**config.mk**
```make
export PLATFORM = sky130hd
export DESIGN_NAME = pipeline_seg_ctrl
export DESIGN_NICKNAME = d
export VERILOG_FILES = /design/src/rtl/pipe_ctrl_pkg.sv /design/src/rtl/pipeline_seg_ctrl_sat_counter.sv /design/src/rtl/pipeline_seg_ctrl.sv
export SDC_FILE = /design/constraint.sdc
export NUM_CORES = 1
export LEC_CHECK = 0
export CAP_MARGIN = 5
export CORE_MARGIN = 2
export CORE_UTILIZATION = 50
export CTS_CLUSTER_DIAMETER = 60
export DETAILED_ROUTE_END_ITERATION = 8
export GPL_TIMING_DRIVEN = 0
export PLACE_DENSITY = 0.84
export SKIP_CTS_REPAIR_TIMING = 1
export SYNTH_ARGS = -nofsm -noshare
export SYNTH_HDL_FRONTEND = slang
export SYNTH_HIERARCHICAL = 1
export SYNTH_SLANG_ARGS = --single-unit
export TNS_END_PERCENT = 30
```
**constraint.sdc**
```tcl
create_clock -name clk -period 4.8 [get_ports clk]
set_input_delay 0.96 -clock clk [delete_from_list [all_inputs] [get_ports clk]]
set_output_delay 0.96 -clock clk [all_outputs]
set_load 0.02 [all_outputs]
```
**src/rtl/pipe_ctrl_pkg.sv**
```systemverilog
// Shared types and constants for the pipeline segment controller.
// Latency: n/a (declarations only).
// Backpressure: n/a.
package pipe_ctrl_pkg;

  // Controller modes: post-reset drain, normal flow, fetch miss, data miss
  typedef enum logic [1:0] {
    ST_DRAIN = 2'd0,
    ST_RUN   = 2'd1,
    ST_IMISS = 2'd2,
    ST_DMISS = 2'd3
  } seg_state_e;

  // Field positions inside RegReadD
  localparam int REGRD_RS1_BIT = 1;
  localparam int REGRD_RS2_BIT = 0;

  // Bit positions inside the 5-bit per-segment stall/flush vectors
  localparam int SEG_F = 4;
  localparam int SEG_D = 3;
  localparam int SEG_E = 2;
  localparam int SEG_M = 1;
  localparam int SEG_W = 0;

  // Default number of all-flush cycles after reset
  localparam int RST_DRAIN_DEF = 3;

  // True when the ID instruction reads the register an EX load is about to write.
  // x0 never creates a dependency since it is hardwired to zero.
  function automatic logic load_use_hit(
    input logic       mem_rd,
    input logic [4:0] rd,
    input logic [4:0] rs1,
    input logic [4:0] rs2,
    input logic [1:0] regrd
  );
    return mem_rd && (rd != 5'd0) &&
           ((regrd[REGRD_RS1_BIT] && (rs1 == rd)) ||
            (regrd[REGRD_RS2_BIT] && (rs2 == rd)));
  endfunction

endpackage

```
**src/rtl/pipeline_seg_ctrl_sat_counter.sv**
```systemverilog
// Saturating event counter with synchronous clear.
// Latency: count visible one clock after the increment request.
// Backpressure: none; sticks at all-ones instead of wrapping.
module sat_counter #(
  parameter int CNT_W = 32
) (
  input  logic             i_clk,
  input  logic             i_clear,
  input  logic             i_inc,
  output logic [CNT_W-1:0] o_cnt
);

  logic [CNT_W-1:0] r_cnt;

  // Clear has priority; otherwise count up until every bit is set
  always_ff @(posedge i_clk) begin
    if (i_clear) begin
      r_cnt <= '0;
    end else if (i_inc && (r_cnt != {CNT_W{1'b1}})) begin
      r_cnt <= r_cnt + 1'b1;
    end
  end

  assign o_cnt = r_cnt;

endmodule

```
**src/rtl/pipeline_seg_ctrl.sv**
```systemverilog
// Stall/flush sequencer for the IF/ID/EX/MEM/WB segment registers, with perf counters.
// Latency: Stall/Flush are combinational from state and inputs; state and counters move on clk.
// Backpressure: cache misses hold the upstream segments; stall and flush never hit one segment together.
module pipeline_seg_ctrl
  import pipe_ctrl_pkg::*;
#(
  parameter int RST_DRAIN = RST_DRAIN_DEF,
  parameter int CNT_W     = 32
) (
  input  logic             clk,
  input  logic             CpuRst,
  input  logic [4:0]       Rs1D,
  input  logic [4:0]       Rs2D,
  input  logic [1:0]       RegReadD,
  input  logic [4:0]       RdE,
  input  logic             MemReadE,
  input  logic             RedirectE,
  input  logic             JalD,
  input  logic             ICacheMiss,
  input  logic             DCacheMiss,
  output logic             StallF,
  output logic             StallD,
  output logic             StallE,
  output logic             StallM,
  output logic             StallW,
  output logic             FlushF,
  output logic             FlushD,
  output logic             FlushE,
  output logic             FlushM,
  output logic             FlushW,
  output logic [CNT_W-1:0] StallCnt,
  output logic [CNT_W-1:0] FlushCnt
);

  localparam int DRAIN_W = (RST_DRAIN > 2) ? $clog2(RST_DRAIN) : 1;
  localparam logic [DRAIN_W-1:0] DRAIN_INIT = DRAIN_W'(RST_DRAIN - 1);

  seg_state_e         r_state;
  seg_state_e         w_state_nxt;
  seg_state_e         w_mode;
  logic [DRAIN_W-1:0] r_drain;
  logic [DRAIN_W-1:0] w_drain_nxt;
  logic               r_redir_pend;
  logic               w_redir_pend_nxt;
  logic [4:0]         w_stall;
  logic [4:0]         w_flush;
  logic               w_redir_evt;
  logic               w_load_use;
  logic               w_any_stall;

  assign w_load_use = load_use_hit(MemReadE, RdE, Rs1D, Rs2D, RegReadD);

  // Once a data miss clears, that same cycle behaves like the mode it returns to:
  // fetch-miss handling if a redirect is still owed to ID, plain run otherwise.
  assign w_mode = ((r_state == ST_DMISS) && !DCacheMiss)
                ? (r_redir_pend ? ST_IMISS : ST_RUN)
                : r_state;

  // Sequencer register: mode, drain countdown and the owed-redirect flag
  always_ff @(posedge clk) begin
    if (CpuRst) begin
      r_state      <= ST_DRAIN;
      r_drain      <= DRAIN_INIT;
      r_redir_pend <= 1'b0;
    end else begin
      r_state      <= w_state_nxt;
      r_drain      <= w_drain_nxt;
      r_redir_pend <= w_redir_pend_nxt;
    end
  end

  // Next mode and per-segment stall/flush for this cycle
  always_comb begin
    w_state_nxt      = r_state;
    w_drain_nxt      = r_drain;
    w_redir_pend_nxt = r_redir_pend;
    w_stall          = 5'b00000;
    w_flush          = 5'b00000;
    w_redir_evt      = 1'b0;

    case (w_mode)
      ST_DRAIN: begin
        // Flush everything while the pipe fills with known bubbles
        w_flush = 5'b11111;
        if (r_drain == '0) begin
          w_state_nxt = ST_RUN;
        end else begin
          w_drain_nxt = r_drain - 1'b1;
        end
      end

      ST_RUN: begin
        w_state_nxt = ST_RUN;
        if (DCacheMiss) begin
          // MEM is blocked: freeze F..M, drop a bubble into WB
          w_stall[SEG_F] = 1'b1;
          w_stall[SEG_D] = 1'b1;
          w_stall[SEG_E] = 1'b1;
          w_stall[SEG_M] = 1'b1;
          w_flush[SEG_W] = 1'b1;
          w_state_nxt    = ST_DMISS;
        end else if (RedirectE) begin
          // Wrong-path instructions sit in ID and IF->ID; kill both
          w_flush[SEG_D] = 1'b1;
          w_flush[SEG_E] = 1'b1;
          w_redir_evt    = 1'b1;
          if (ICacheMiss) begin
            // The missing fetch is wrong-path; remember to squash it on arrival
            w_stall[SEG_F]   = 1'b1;
            w_redir_pend_nxt = 1'b1;
            w_state_nxt      = ST_IMISS;
          end
        end else begin
          if (w_load_use) begin
            w_stall[SEG_F] = 1'b1;
            w_stall[SEG_D] = 1'b1;
            w_flush[SEG_E] = 1'b1;
          end else if (JalD) begin
            w_flush[SEG_D] = 1'b1;
            w_redir_evt    = 1'b1;
          end
          if (ICacheMiss) begin
            // Nothing valid to hand to ID; the load-use hold on ID wins over a bubble
            w_stall[SEG_F] = 1'b1;
            if (!w_load_use) begin
              w_flush[SEG_D] = 1'b1;
            end
            w_state_nxt = ST_IMISS;
          end
        end
      end

      ST_IMISS: begin
        w_state_nxt = ST_IMISS;
        if (DCacheMiss) begin
          w_stall[SEG_F] = 1'b1;
          w_stall[SEG_D] = 1'b1;
          w_stall[SEG_E] = 1'b1;
          w_stall[SEG_M] = 1'b1;
          w_flush[SEG_W] = 1'b1;
          w_state_nxt    = ST_DMISS;
        end else if (ICacheMiss) begin
          // Fetch still waiting: hold IF, feed bubbles to ID, let EX..WB run
          w_stall[SEG_F] = 1'b1;
          w_flush[SEG_D] = 1'b1;
          if (RedirectE) begin
            w_flush[SEG_E]   = 1'b1;
            w_redir_evt      = 1'b1;
            w_redir_pend_nxt = 1'b1;
          end else if (w_load_use) begin
            w_stall[SEG_D] = 1'b1;
            w_flush[SEG_D] = 1'b0;
            w_flush[SEG_E] = 1'b1;
          end else if (JalD) begin
            w_redir_evt      = 1'b1;
            w_redir_pend_nxt = 1'b1;
          end
        end else begin
          // Fetch returns: squash it if a redirect happened while it was in flight
          w_state_nxt      = ST_RUN;
          w_redir_pend_nxt = 1'b0;
          w_flush[SEG_D]   = r_redir_pend;
          if (RedirectE) begin
            w_flush[SEG_D] = 1'b1;
            w_flush[SEG_E] = 1'b1;
            w_redir_evt    = 1'b1;
          end else if (w_load_use) begin
            w_stall[SEG_F] = 1'b1;
            w_stall[SEG_D] = 1'b1;
            w_flush[SEG_D] = 1'b0;
            w_flush[SEG_E] = 1'b1;
          end else if (JalD) begin
            w_flush[SEG_D] = 1'b1;
            w_redir_evt    = 1'b1;
          end
        end
      end

      ST_DMISS: begin
        // Only reached while DCacheMiss is still high; nothing else may act
        w_stall[SEG_F] = 1'b1;
        w_stall[SEG_D] = 1'b1;
        w_stall[SEG_E] = 1'b1;
        w_stall[SEG_M] = 1'b1;
        w_flush[SEG_W] = 1'b1;
      end

      default: begin
        w_state_nxt = ST_DRAIN;
        w_drain_nxt = DRAIN_INIT;
      end
    endcase
  end

  assign StallF = w_stall[SEG_F];
  assign StallD = w_stall[SEG_D];
  assign StallE = w_stall[SEG_E];
  assign StallM = w_stall[SEG_M];
  assign StallW = w_stall[SEG_W];
  assign FlushF = w_flush[SEG_F];
  assign FlushD = w_flush[SEG_D];
  assign FlushE = w_flush[SEG_E];
  assign FlushM = w_flush[SEG_M];
  assign FlushW = w_flush[SEG_W];

  assign w_any_stall = |w_stall;

  sat_counter #(
    .CNT_W (CNT_W)
  ) u_stall_cnt (
    .i_clk   (clk),
    .i_clear (CpuRst),
    .i_inc   (w_any_stall),
    .o_cnt   (StallCnt)
  );

  sat_counter #(
    .CNT_W (CNT_W)
  ) u_flush_cnt (
    .i_clk   (clk),
    .i_clear (CpuRst),
    .i_inc   (w_redir_evt),
    .o_cnt   (FlushCnt)
  );

endmodule

```
==> impl_metrics.env, run 1 <==
export IMPL_ff2ff_path_depth=12
export IMPL_clk_pin_slew_ps=70
export IMPL_yosys_warnings=6
export IMPL_maxCapViolCount=0
export IMPL_grt_max_degree=13
export IMPL_crit_end="StallM"
export IMPL_drive_gt1_share_pct=7.89
export IMPL_p_int_mw=1.00
export IMPL_num_vias=4190
export IMPL_synth_async_reset_ratio_pct=0
export IMPL_fill_cells=644
export IMPL_timing_rr_start="r_redir_pend"
export IMPL_synthFlopType="dfxtp_1"
export IMPL_finalInstanceArea_um2=5200
export IMPL_syn_num_nets=504
export IMPL_routed_wl_um=11300
export IMPL_end_kind="output port"
export IMPL_pwr_share_clk_pct=28.5
export IMPL_critPathTopFamily="buffers and inverters"
export IMPL_via_per_inst=6.12
export IMPL_r2r_setup_slack_ps=1110
export IMPL_drc_errors=0
export IMPL_synthCells=472
export IMPL_cts_root_buf="clkbuf_8"
export IMPL_ys_seq_area_share_pct=35.2
export IMPL_rsz0062_at_grt="true"
export IMPL_critPathLaunch="DCacheMiss"
export IMPL_synth_avg_cell_area_um2=8.31
export IMPL_numCtsBuffers=9
export IMPL_crit_fanout=10
export IMPL_dp_hpwl_um=8070
export IMPL_htreeDepth=3
export IMPL_clock_fmax_mhz=215
export IMPL_power_density_cell_area_nw_per_um2=288
export IMPL_power_leakage_nw=1.65
export IMPL_yosys_top_cells_area="dfxtp_1 (35%), a21oi_1 (6.1%), or3_1 (4.5%)"
export IMPL_ir_drop_v=0.000181
export IMPL_final_cells=685
export IMPL_port_buffers=96
export IMPL_crit_chain="clkdlybuf4s50_1 > clkbuf_2 > nor2_1 > nand2_1 > and2_1 > ha_1 > clkbuf_1 > nor3_1 > nor2_1 > o21a_1 > buf_4 > clkdlybuf4s50_1"
export IMPL_ant_nets=0
export IMPL_grt_ovfl_total=0
export IMPL_die_h_um=92.5
export IMPL_yosysTopAreaCell="dfxtp_1"
export IMPL_p_sw_mw=0.497
export IMPL_finClkSkew_ps=13.0
export IMPL_place_congestion=0.932
export IMPL_ios=98
export IMPL_worstSetupPathDepth=12
export IMPL_synthesis_area_um2=3920
export IMPL_layout_nets=611
export IMPL_finalHoldViolCount=0
export IMPL_grt_pass1_vias=3933
export IMPL_pwr_share_comb_pct=30.2
export IMPL_synth_top_area_share_pct=35.2
export IMPL_holdWs_ps=508
export IMPL_maxSlewHeadroom_pct=55.5
export IMPL_tightest_slew_ps=663
export IMPL_pwr_share_seq_pct=41.3
export IMPL_crit_arrival_ps=3690
export IMPL_die_w_um=92.5
export IMPL_dr_pass1_iters=5
export IMPL_final_max_slew_viol_count=0
export IMPL_place_inst=670
export IMPL_clock_latency_ps=340
export IMPL_routedWlPerCell_um=16.5
export IMPL_status="finished, final reports clean"
export IMPL_initial_utilization_pct=51.3
export IMPL_die_area_um2=8560
export IMPL_row_count=32
export IMPL_grt_total_usage_pct=26.1
export IMPL_dpl_cell_area_um2=5010
export IMPL_critPathRequiredTime_ps=3840
export IMPL_cp_slowest_cell="clkdlybuf4s50_1"
export IMPL_path_buf_inv=5
export IMPL_tritoncts="built"
export IMPL_startpoint_type="input pin"
export IMPL_clockBufferDepth=2
export IMPL_period_share_pct=97.0
export IMPL_p_sw_share_pct=33.1
export IMPL_final_cell_mix="clkdlybuf4s50_1 (96), dfxtp_1 (69), a21oi_1 (48)"
export IMPL_grt_pass1_wl_um=18400
export IMPL_synth_edf_count=0
export IMPL_layout_commonest_cell="clkdlybuf4s50_1"
export IMPL_drt_initial_drc_count=313
export IMPL_num_antenna_cells=0
export IMPL_core_region_area_um2=7650
export IMPL_ys_seq_elements=69
export IMPL_fin_crit_ps=4650
export IMPL_path_class="input pin to output port"
export IMPL_synth_cell_types=61
export IMPL_cts_sinks=69
export IMPL_hp_class="register to register"
export IMPL_max_stage_delay_ps=590
export IMPL_setup_viol=0
export IMPL_grt_antenna_before_repair=0
export IMPL_syn_to_final_growth_pct=32.6
export IMPL_rr_endpoint="u_flush_cnt/o_cnt[31]"
synthesized netlist by cell type, types with 3 or more instances:
cell	n
and4_1	7
clkbuf_1	13
buf_2	4
o31ai_1	15
nand4_1	16
a2111oi_0	3
nand2b_1	3
and2_1	6
buf_4	4
nor4_1	8
o2111ai_1	4
or4_1	16
ha_1	8
nor2b_1	5
or3_1	28
a21oi_1	48
nand2_1	23
nand3_1	29
nor3_1	5
xnor2_1	10
nor2_1	37
o21ai_1	6
dfxtp_1	69
xor2_1	16
inv_1	10
o21ai_0	28
and3_1	8
area by class of cell:
type | count | area [µm²] | area share (%)
buffer | 24 | 126 | 2.43
tap | 102 | 128 | 2.46
clock buffer | 10 | 138 | 2.65
timing repair buffer | 96 | 961 | 18.5
inverter | 10 | 37.5 | 0.722
clock inverter | 5 | 37.5 | 0.722
multi-input combinational | 369 | 2390 | 46.0
sequential | 69 | 1380 | 26.6
power by group through the flow:
| stage | sequential, mW | combinational, mW | clock (mW) |
|---|---|---|---|
| detailed placement | 0.630 | 0.448 | 0 |
| finish | 0.619 | 0.453 | 0.427 |
| floorplan | 0.633 | 0.280 | 0 |
| global placement | 0.628 | 0.433 | 0 |
| CTS | 0.617 | 0.451 | 0.437 |
| global route | 0.621 | 0.493 | 0.458 |
sequential cells by signal (all words and copies together) (netlist names):
register           count
u_flush_cnt/o_cnt     32
u_stall_cnt/o_cnt     32
r_drain                2
r_state                2
r_redir_pend           1
worst min-delay path by stage:
| stage | from | to | slack (ps) | cells past startpoint |
|---|---|---|---|---|
| 2_1_floorplan | r_state[1] | r_state[1] | 450 | 2 |
| 3_3_place_gp | r_state[1] | r_state[1] | 470 | 2 |
| 3_5_place_dp | r_drain[1] | r_drain[1] | 480 | 2 |
| 4_1_cts | r_state[1] | r_state[1] | 500 | 2 |
| 5_1_grt | r_drain[1] | r_drain[1] | 540 | 2 |
| 6_report | r_state[1] | r_state[1] | 510 | 2 |
worst register-to-register path, delay by kind of cell, from the launching register on:
| kind | cells | cell delay, ps |
|---|---|---|
| and+or+nand+nor | 8 | 2040 |
| adders and majority gates | 1 | 290 |
| DFF | 1 | 360 |
| muxes | 1 | 370 |
| buffers and inverters | 1 | 80 |
| AOI/OAI and AO/OA | 1 | 450 |
routing by layer:
layer | GRT usage, % | wire length [µm] | share of wire [%] | vias up
met5 | 0 | 0 | 0 | -
met3 | 4.23 | 726 | 6.4 | 27
li1 | - | - | - | 1992
met1 | 32.6 | 4810 | 43 | 1973
met4 | 9.58 | 186 | 1.6 | 0
met2 | 45.1 | 5580 | 49 | 198
metrics by stage:
stage | total power, mW | util (%) | setup slack [ps] | setup TNS (ps)
after floorplan | 0.914 | - | 858 | 0
after global placement | 1.06 | 65.5 | -131 | -136
after detailed placement | 1.08 | 65.5 | -305 | -1300
after CTS | 1.50 | 67.8 | -64.7 | -116
after global routing | 1.57 | 68.0 | -61.3 | -64.5
final | 1.50 | 68.0 | 145 | 0
cells by family (layout without fill, tap and decap cells):
| group | count (synthesis) | after routing | synth area share, % |
|---|---|---|---|
| AO/OA/AOI/OAI | 123 | 123 | 20.5 |
| XOR/XNOR | 26 | 26 | 5.81 |
| adder cells (fa/ha/maj) | 8 | 8 | 2.55 |
| buffers and inverters | 34 | 145 | 4.15 |
| flip-flops | 69 | 69 | 35.2 |
| multiplexers | 5 | 5 | 1.37 |
| other | 1 | 1 | 0.0957 |
| AND/OR/NAND/NOR | 206 | 206 | 30.3 |
No activity file was read; power rests on OpenSTA's default activity.
==> run 2, diff against run 1 <==
- ABC_AREA: default -> 1
- CORE_UTILIZATION: 50 -> 40
- PLACE_DENSITY: 0.84 -> 0.7
- clock period: 4.8 -> 3.96 ns (I/O delays scaled with it)
==> run 2 against run 1 <==
The flow now finishes with violations (DRC). Clock power is 70% higher. Worst hold slack got worse by 34 ps. Clock-buffer cell count increased by 1. Die area is 50% higher. Sequential share of layout area shrank 4.3 points. Area after synthesis rose by 22%. Critical path depth unchanged. Register-to-register slack got worse by 340 ps. Total power is 35% higher. Combinational power rose by 22%. First-iteration DRC count is 33% higher. Largest cell class unchanged.
==> impl_metrics.env, run 2 <==
export IMPL_status="complete, but fails checks"
export IMPL_violations="DRC"
export IMPL_critPathRequiredTime_ps=3170
export IMPL_final_max_slew_viol_count=0
export IMPL_fin_total_pwr_mw=2.03
export IMPL_crit_top_cell="nand2_1"
export IMPL_multi_input_area_um2=2930
export IMPL_synthFlopType="dfxtp_1"
export IMPL_initial_utilization_pct=41.4
export IMPL_ir_drop_v=0.000243
export IMPL_synth_cell_types=36
export IMPL_cts_sinks=69
export IMPL_num_antenna_cells=0
export IMPL_maxCapViolCount=0
export IMPL_fill_cells=1143
export IMPL_tightest_slew_ps=682
export IMPL_synth_xor_area_share_pct=0.184
export IMPL_r2r_setup_slack_ps=770
export IMPL_synth_most_common_cell="nand2_1"
export IMPL_yosys_warnings=6
export IMPL_clk_pin_slew_ps=50
export IMPL_dr_pass1_iters=7
export IMPL_clock_latency_ps=340
export IMPL_yosys_area_share_adder_pct=2.10
export IMPL_row_count=39
export IMPL_ios=98
export IMPL_period_share_pct=90.9
export IMPL_seq_area_um2=1380
export IMPL_tritoncts="built"
export IMPL_ant_nets=0
export IMPL_synth_top_family_by_area="simple AND/OR/NAND/NOR gates"
export IMPL_critPathTopFamily="buffers and inverters"
export IMPL_power_density_cell_area_nw_per_um2=327
export IMPL_die_area_um2=12800
export IMPL_muxShareOfSynthArea_pct=0
export IMPL_crit_end="StallF"
export IMPL_grt_pass1_wl_um=22400
export IMPL_clockBufferDepth=2
export IMPL_path_buf_inv=3
export IMPL_clock_fmax_mhz=278
export IMPL_synth_async_reset_ratio_pct=0
export IMPL_crit_arrival_ps=2810
export IMPL_syn_to_final_growth_pct=29.7
export IMPL_startpoint_type="input pin"
export IMPL_synthCells=777
export IMPL_yosysTopAreaCell="dfxtp_1"
export IMPL_ys_seq_area_share_pct=28.9
export IMPL_yosys_top_cells_area="dfxtp_1 (29%), nand2_1 (17%), nor2_1 (12%)"
export IMPL_cp_slowest_cell="clkdlybuf4s50_1"
export IMPL_synthesis_area_um2=4770
export IMPL_layout_commonest_cell="nand2_1"
export IMPL_crit_fanout=4
export IMPL_synthTopCellsByCount="nand2_1 (215), nor2_1 (155), inv_1 (78)"
export IMPL_use_met2_pct=34.9
export IMPL_port_buffers=96
export IMPL_maxSlewHeadroom_pct=54.5
export IMPL_drc_errors=5
export IMPL_synth_compound_area_share_pct=8.63
export IMPL_path_class="input pin to output port"
export IMPL_max_stage_delay_ps=620
export IMPL_worstSetupPathDepth=12
export IMPL_core_region_area_um2=11500
export IMPL_routedWlPerCell_um=12.7
export IMPL_critPathLaunch="RdE[3]"
export IMPL_syn_num_nets=809
export IMPL_finClkSkew_ps=8.03
export IMPL_grt_pass1_vias=4820
export IMPL_use_met3_pct=5.73
export IMPL_rsz0062_at_grt="false"
export IMPL_busiest_layer="met2"
export IMPL_die_w_um=113
export IMPL_grt_antenna_before_repair=0
export IMPL_synth_edf_count=0
export IMPL_place_congestion=0.910
export IMPL_fin_crit_ps=3600
export IMPL_crit_chain="clkdlybuf4s50_1 > inv_2 > nand2_1 > nand2_1 > nor2_1 > nand3_1 > nand2_2 > nand3_2 > nand2_1 > nand2_1 > a21oi_1 > clkdlybuf4s50_1"
export IMPL_routed_wl_um=13100
export IMPL_ff2ff_path_depth=13
export IMPL_dp_hpwl_um=9900
export IMPL_htreeDepth=3
export IMPL_power_leakage_nw=2.60
export IMPL_synth_top_area_share_pct=28.9
export IMPL_numCtsBuffers=9
export IMPL_timing_rr_start="r_redir_pend"
export IMPL_drt_initial_drc_count=415
export IMPL_drive_gt1_share_pct=11.0
export IMPL_grt_ovfl_total=0
export IMPL_holdWs_ps=474
export IMPL_synth_avg_cell_area_um2=6.14
export IMPL_num_vias=5076
export IMPL_synthSimpleGateAreaFrac_pct=50.1
export IMPL_ys_seq_elements=69
export IMPL_setup_viol=0
export IMPL_via_per_inst=4.92
export IMPL_grt_max_degree=14
export IMPL_cts_root_buf="clkbuf_16"
export IMPL_end_kind="output port"
export IMPL_finalHoldViolCount=0
export IMPL_grt_util_met1_pct=27.2
export IMPL_die_h_um=113
export IMPL_rr_endpoint="u_stall_cnt/o_cnt[17]"
export IMPL_hp_class="register to register"
export IMPL_final_cell_mix="nand2_1 (215), nor2_1 (154), clkdlybuf4s50_1 (94)"
export IMPL_grt_total_usage_pct=21.3
export IMPL_layout_nets=916
==> run 2: cell count changes after synthesis, moves of 13 or more <==
cell,previous run,this run
xor2_1,16,0
nor2_1,37,155
or3_1,28,0
o31ai_1,15,1
o21ai_0,28,8
inv_1,10,78
nand2_2,0,13
or4_1,16,0
nand3_1,29,58
nand2_1,23,215
==> run 2: cells by family (layout without fill, tap and decap cells) <==
family                   Yosys count  after routing
AO/OA/AOI/OAI                     74             74
XOR/XNOR                           1              1
adder cells (fa/ha/maj)            8              8
buffers and inverters            107            219
flip-flops                        69             69
other                              1              1
AND/OR/NAND/NOR                  517            517
==> run 2: report_power, final <==
part / total [mW] / leakage [nW] / internal (mW) / switching (mW)
logic: 0.552 / 1.91 / 0.224 / 0.328
clock network: 0.726 / 0.129 / 0.419 / 0.307
registers: 0.748 / 0.557 / 0.724 / 0.0241
total: 2.03 / 2.60 / 1.37 / 0.659
==> run 2: worst min-delay path, cell delays in order, from the launching register on <==
cell	delay (ps)
dfxtp_1	320
a21oi_1	60
o21ai_0	60
==> run 2: per-layer routing <==
layer  vias up  routed length [µm]
li1       2698                   -
met1      2215                6110
met2       145                5960
met3        18                 856
met4         0                 177
met5         -                   0
==> run 2: per-stage QoR <==
step	TNS, ps	setup slack [ps]	instance area [µm²]	util, %	instances
after global routing	0	32.0	6190	53.8	1032
after CTS	-418	-176	6170	53.6	1032
after detailed placement	-2280	-302	5910	51.3	1016
after floorplan	0	997	4770	-	777
after global placement	-1720	-269	5910	51.3	1016
final	0	361	6190	53.8	1032
==> run 2: cell type report <==
class	instances	area share (%)
buffer	18	2.32
inverter	89	5.40
clock buffer	11	3.76
clock inverter	5	0.445
sequential	69	22.3
tap	143	2.89
multi-input combinational	601	47.3
timing repair buffer	96	15.6
==> run 2: worst min path at each step <==
stage / from / to / slack [ps] / cells past startpoint
finish: r_drain[1] / r_drain[1] / 470 / 2
global route: r_drain[0] / r_drain[0] / 540 / 2
CTS: r_drain[0] / r_drain[0] / 480 / 2
detailed placement: r_drain[0] / r_drain[0] / 470 / 2
global placement: r_drain[1] / r_drain[1] / 460 / 2
floorplan: r_drain[1] / r_drain[1] / 440 / 2
==> run 3, diff against run 2 <==
- HOLD_SLACK_MARGIN: default -> 0.08
- REMOVE_ABC_BUFFERS: default -> 1
==> run 3 against run 2 <==
The flow still finishes with violations (DRC). Fmax decreased by 3.0%. First-iteration DRC count is 30% lower. Routed wire length fell by 5.6%. Combinational power shrank 3%. Core utilization is 1.2 points lower.
==> impl_metrics.env, run 3 (same netlist as run 2, synthesis figures left out) <==
export IMPL_grt_total_usage_pct=19.6
export IMPL_layout_nets=898
export IMPL_row_count=39
export IMPL_status="complete, but fails checks"
export IMPL_ios=98
export IMPL_clock_fmax_mhz=270
export IMPL_die_area_um2=12800
export IMPL_critPathTopFamily="buffers and inverters"
export IMPL_grt_pass1_vias=4571
export IMPL_power_density_cell_area_nw_per_um2=325
export IMPL_drc_errors=5
export IMPL_maxCapViolCount=0
export IMPL_finalHoldViolCount=0
export IMPL_num_vias=5039
export IMPL_ant_nets=0
export IMPL_cp_slowest_cell="clkdlybuf4s50_1"
export IMPL_violations="DRC"
export IMPL_drive_gt1_share_pct=9.23
export IMPL_power_leakage_nw=2.56
export IMPL_clockBufferDepth=2
export IMPL_min_from="r_drain[1]"
export IMPL_die_h_um=113
export IMPL_tightest_slew_ps=882
export IMPL_dr_pass1_iters=7
export IMPL_rsz0062_at_grt="true"
export IMPL_grt_antenna_before_repair=0
export IMPL_crit_chain="clkdlybuf4s50_1 > inv_1 > a31oi_2 > inv_1 > ha_1 > nor2_1 > inv_1 > clkdlybuf4s50_1"
export IMPL_dpl_cell_area_um2=5770
export IMPL_via_per_inst=4.99
export IMPL_routedWlPerCell_um=12.2
export IMPL_num_antenna_cells=0
export IMPL_crit_fanout=5
export IMPL_grt_ovfl_total=0
export IMPL_period_share_pct=93.7
export IMPL_critPathLaunch="DCacheMiss"
export IMPL_crit_arrival_ps=2920
export IMPL_path_class="input pin to output port"
export IMPL_fin_crit_ps=3710
export IMPL_max_stage_delay_ps=570
export IMPL_final_max_slew_viol_count=0
export IMPL_startpoint_type="input pin"
export IMPL_ir_drop_v=0.000170
export IMPL_timing_rr_start="r_redir_pend"
export IMPL_clock_latency_ps=330
export IMPL_die_w_um=113
export IMPL_hp_class="register to register"
export IMPL_grt_max_degree=42
export IMPL_htreeDepth=3
export IMPL_setup_tns_ps=0
export IMPL_setup_viol=0
export IMPL_clk_pin_slew_ps=50
export IMPL_cts_sinks=69
export IMPL_initial_utilization_pct=41.4
export IMPL_cts_root_buf="clkbuf_16"
export IMPL_crit_top_cell="inv_1"
export IMPL_layout_commonest_cell="nand2_1"
export IMPL_port_buffers=96
export IMPL_syn_to_final_growth_pct=26.7
export IMPL_critPathRequiredTime_ps=3170
export IMPL_finalInstanceArea_um2=6050
export IMPL_final_cell_mix="nand2_1 (215), nor2_1 (154), clkdlybuf4s50_1 (90)"
export IMPL_grt_pass1_wl_um=20800
export IMPL_end_kind="output port"
export IMPL_core_region_area_um2=11500
export IMPL_place_congestion=0.871
export IMPL_path_buf_inv=5
export IMPL_tritoncts="built"
export IMPL_numCtsBuffers=9
export IMPL_dp_hpwl_um=9130
export IMPL_routed_wl_um=12400
export IMPL_finClkSkew_ps=4.51
export IMPL_maxSlewHeadroom_pct=40.8
export IMPL_drt_initial_drc_count=290
[run 3: final timing paths]
path,cells after the start,endpoint,slack [ps]
hold reg to reg,2,r_drain[1],470
setup / recovery,8,FlushW,250
hold / removal,2,r_drain[1],470
setup reg to reg,13,u_stall_cnt/o_cnt[23],920
[run 3: stage by stage]
stage	cells	setup slack [ps]	utilization [%]	hold WS (ps)	power, mW
global placement	998	-802	50.1	454	1.28
floorplan	759	661	-	436	1.08
global route	1010	-30.4	52.5	510	2.08
detailed placement	998	-829	50.1	461	1.28
CTS	1010	-505	52.1	473	1.97
finish	1010	250	52.5	467	1.97
[run 3: report_power, final]
group | leakage [nW] | switching, mW | total [mW] | internal [mW]
Sequential | 0.557 | 0.0255 | 0.750 | 0.724
Combinational | 1.89 | 0.326 | 0.535 | 0.209
Clock | 0.114 | 0.273 | 0.683 | 0.410
Total | 2.56 | 0.624 | 1.97 | 1.34
[run 3: metal layers]
| metal | vias up | wire length (µm) | track usage (%) |
|---|---|---|---|
| li1 | 2658 | - | - |
| met5 | - | 0 | 0 |
| met1 | 2252 | 5860 | 25.4 |
| met3 | 17 | 504 | 3.96 |
| met4 | 0 | 159 | 5.53 |
| met2 | 112 | 5850 | 33.1 |
[run 3: worst register-to-register path: cells and delay by family, from the launching register on]
family | cells | cell delay (ps)
DFF | 1 | 360
and+or+nand+nor | 8 | 1170
buffers and inverters | 2 | 330
adders and majority gates | 1 | 280
AOI/OAI and AO/OA | 2 | 790
[run 3: cell type report]
| class | instances | area (µm²) |
|---|---|---|
| fillers | 1205 | 5470 |
| multi-input cells | 601 | 2940 |
| clock buffers | 12 | 236 |
| inverters | 89 | 338 |
| repair buffers | 96 | 976 |
| well taps | 143 | 179 |
| flip-flops and latches | 69 | 1380 |
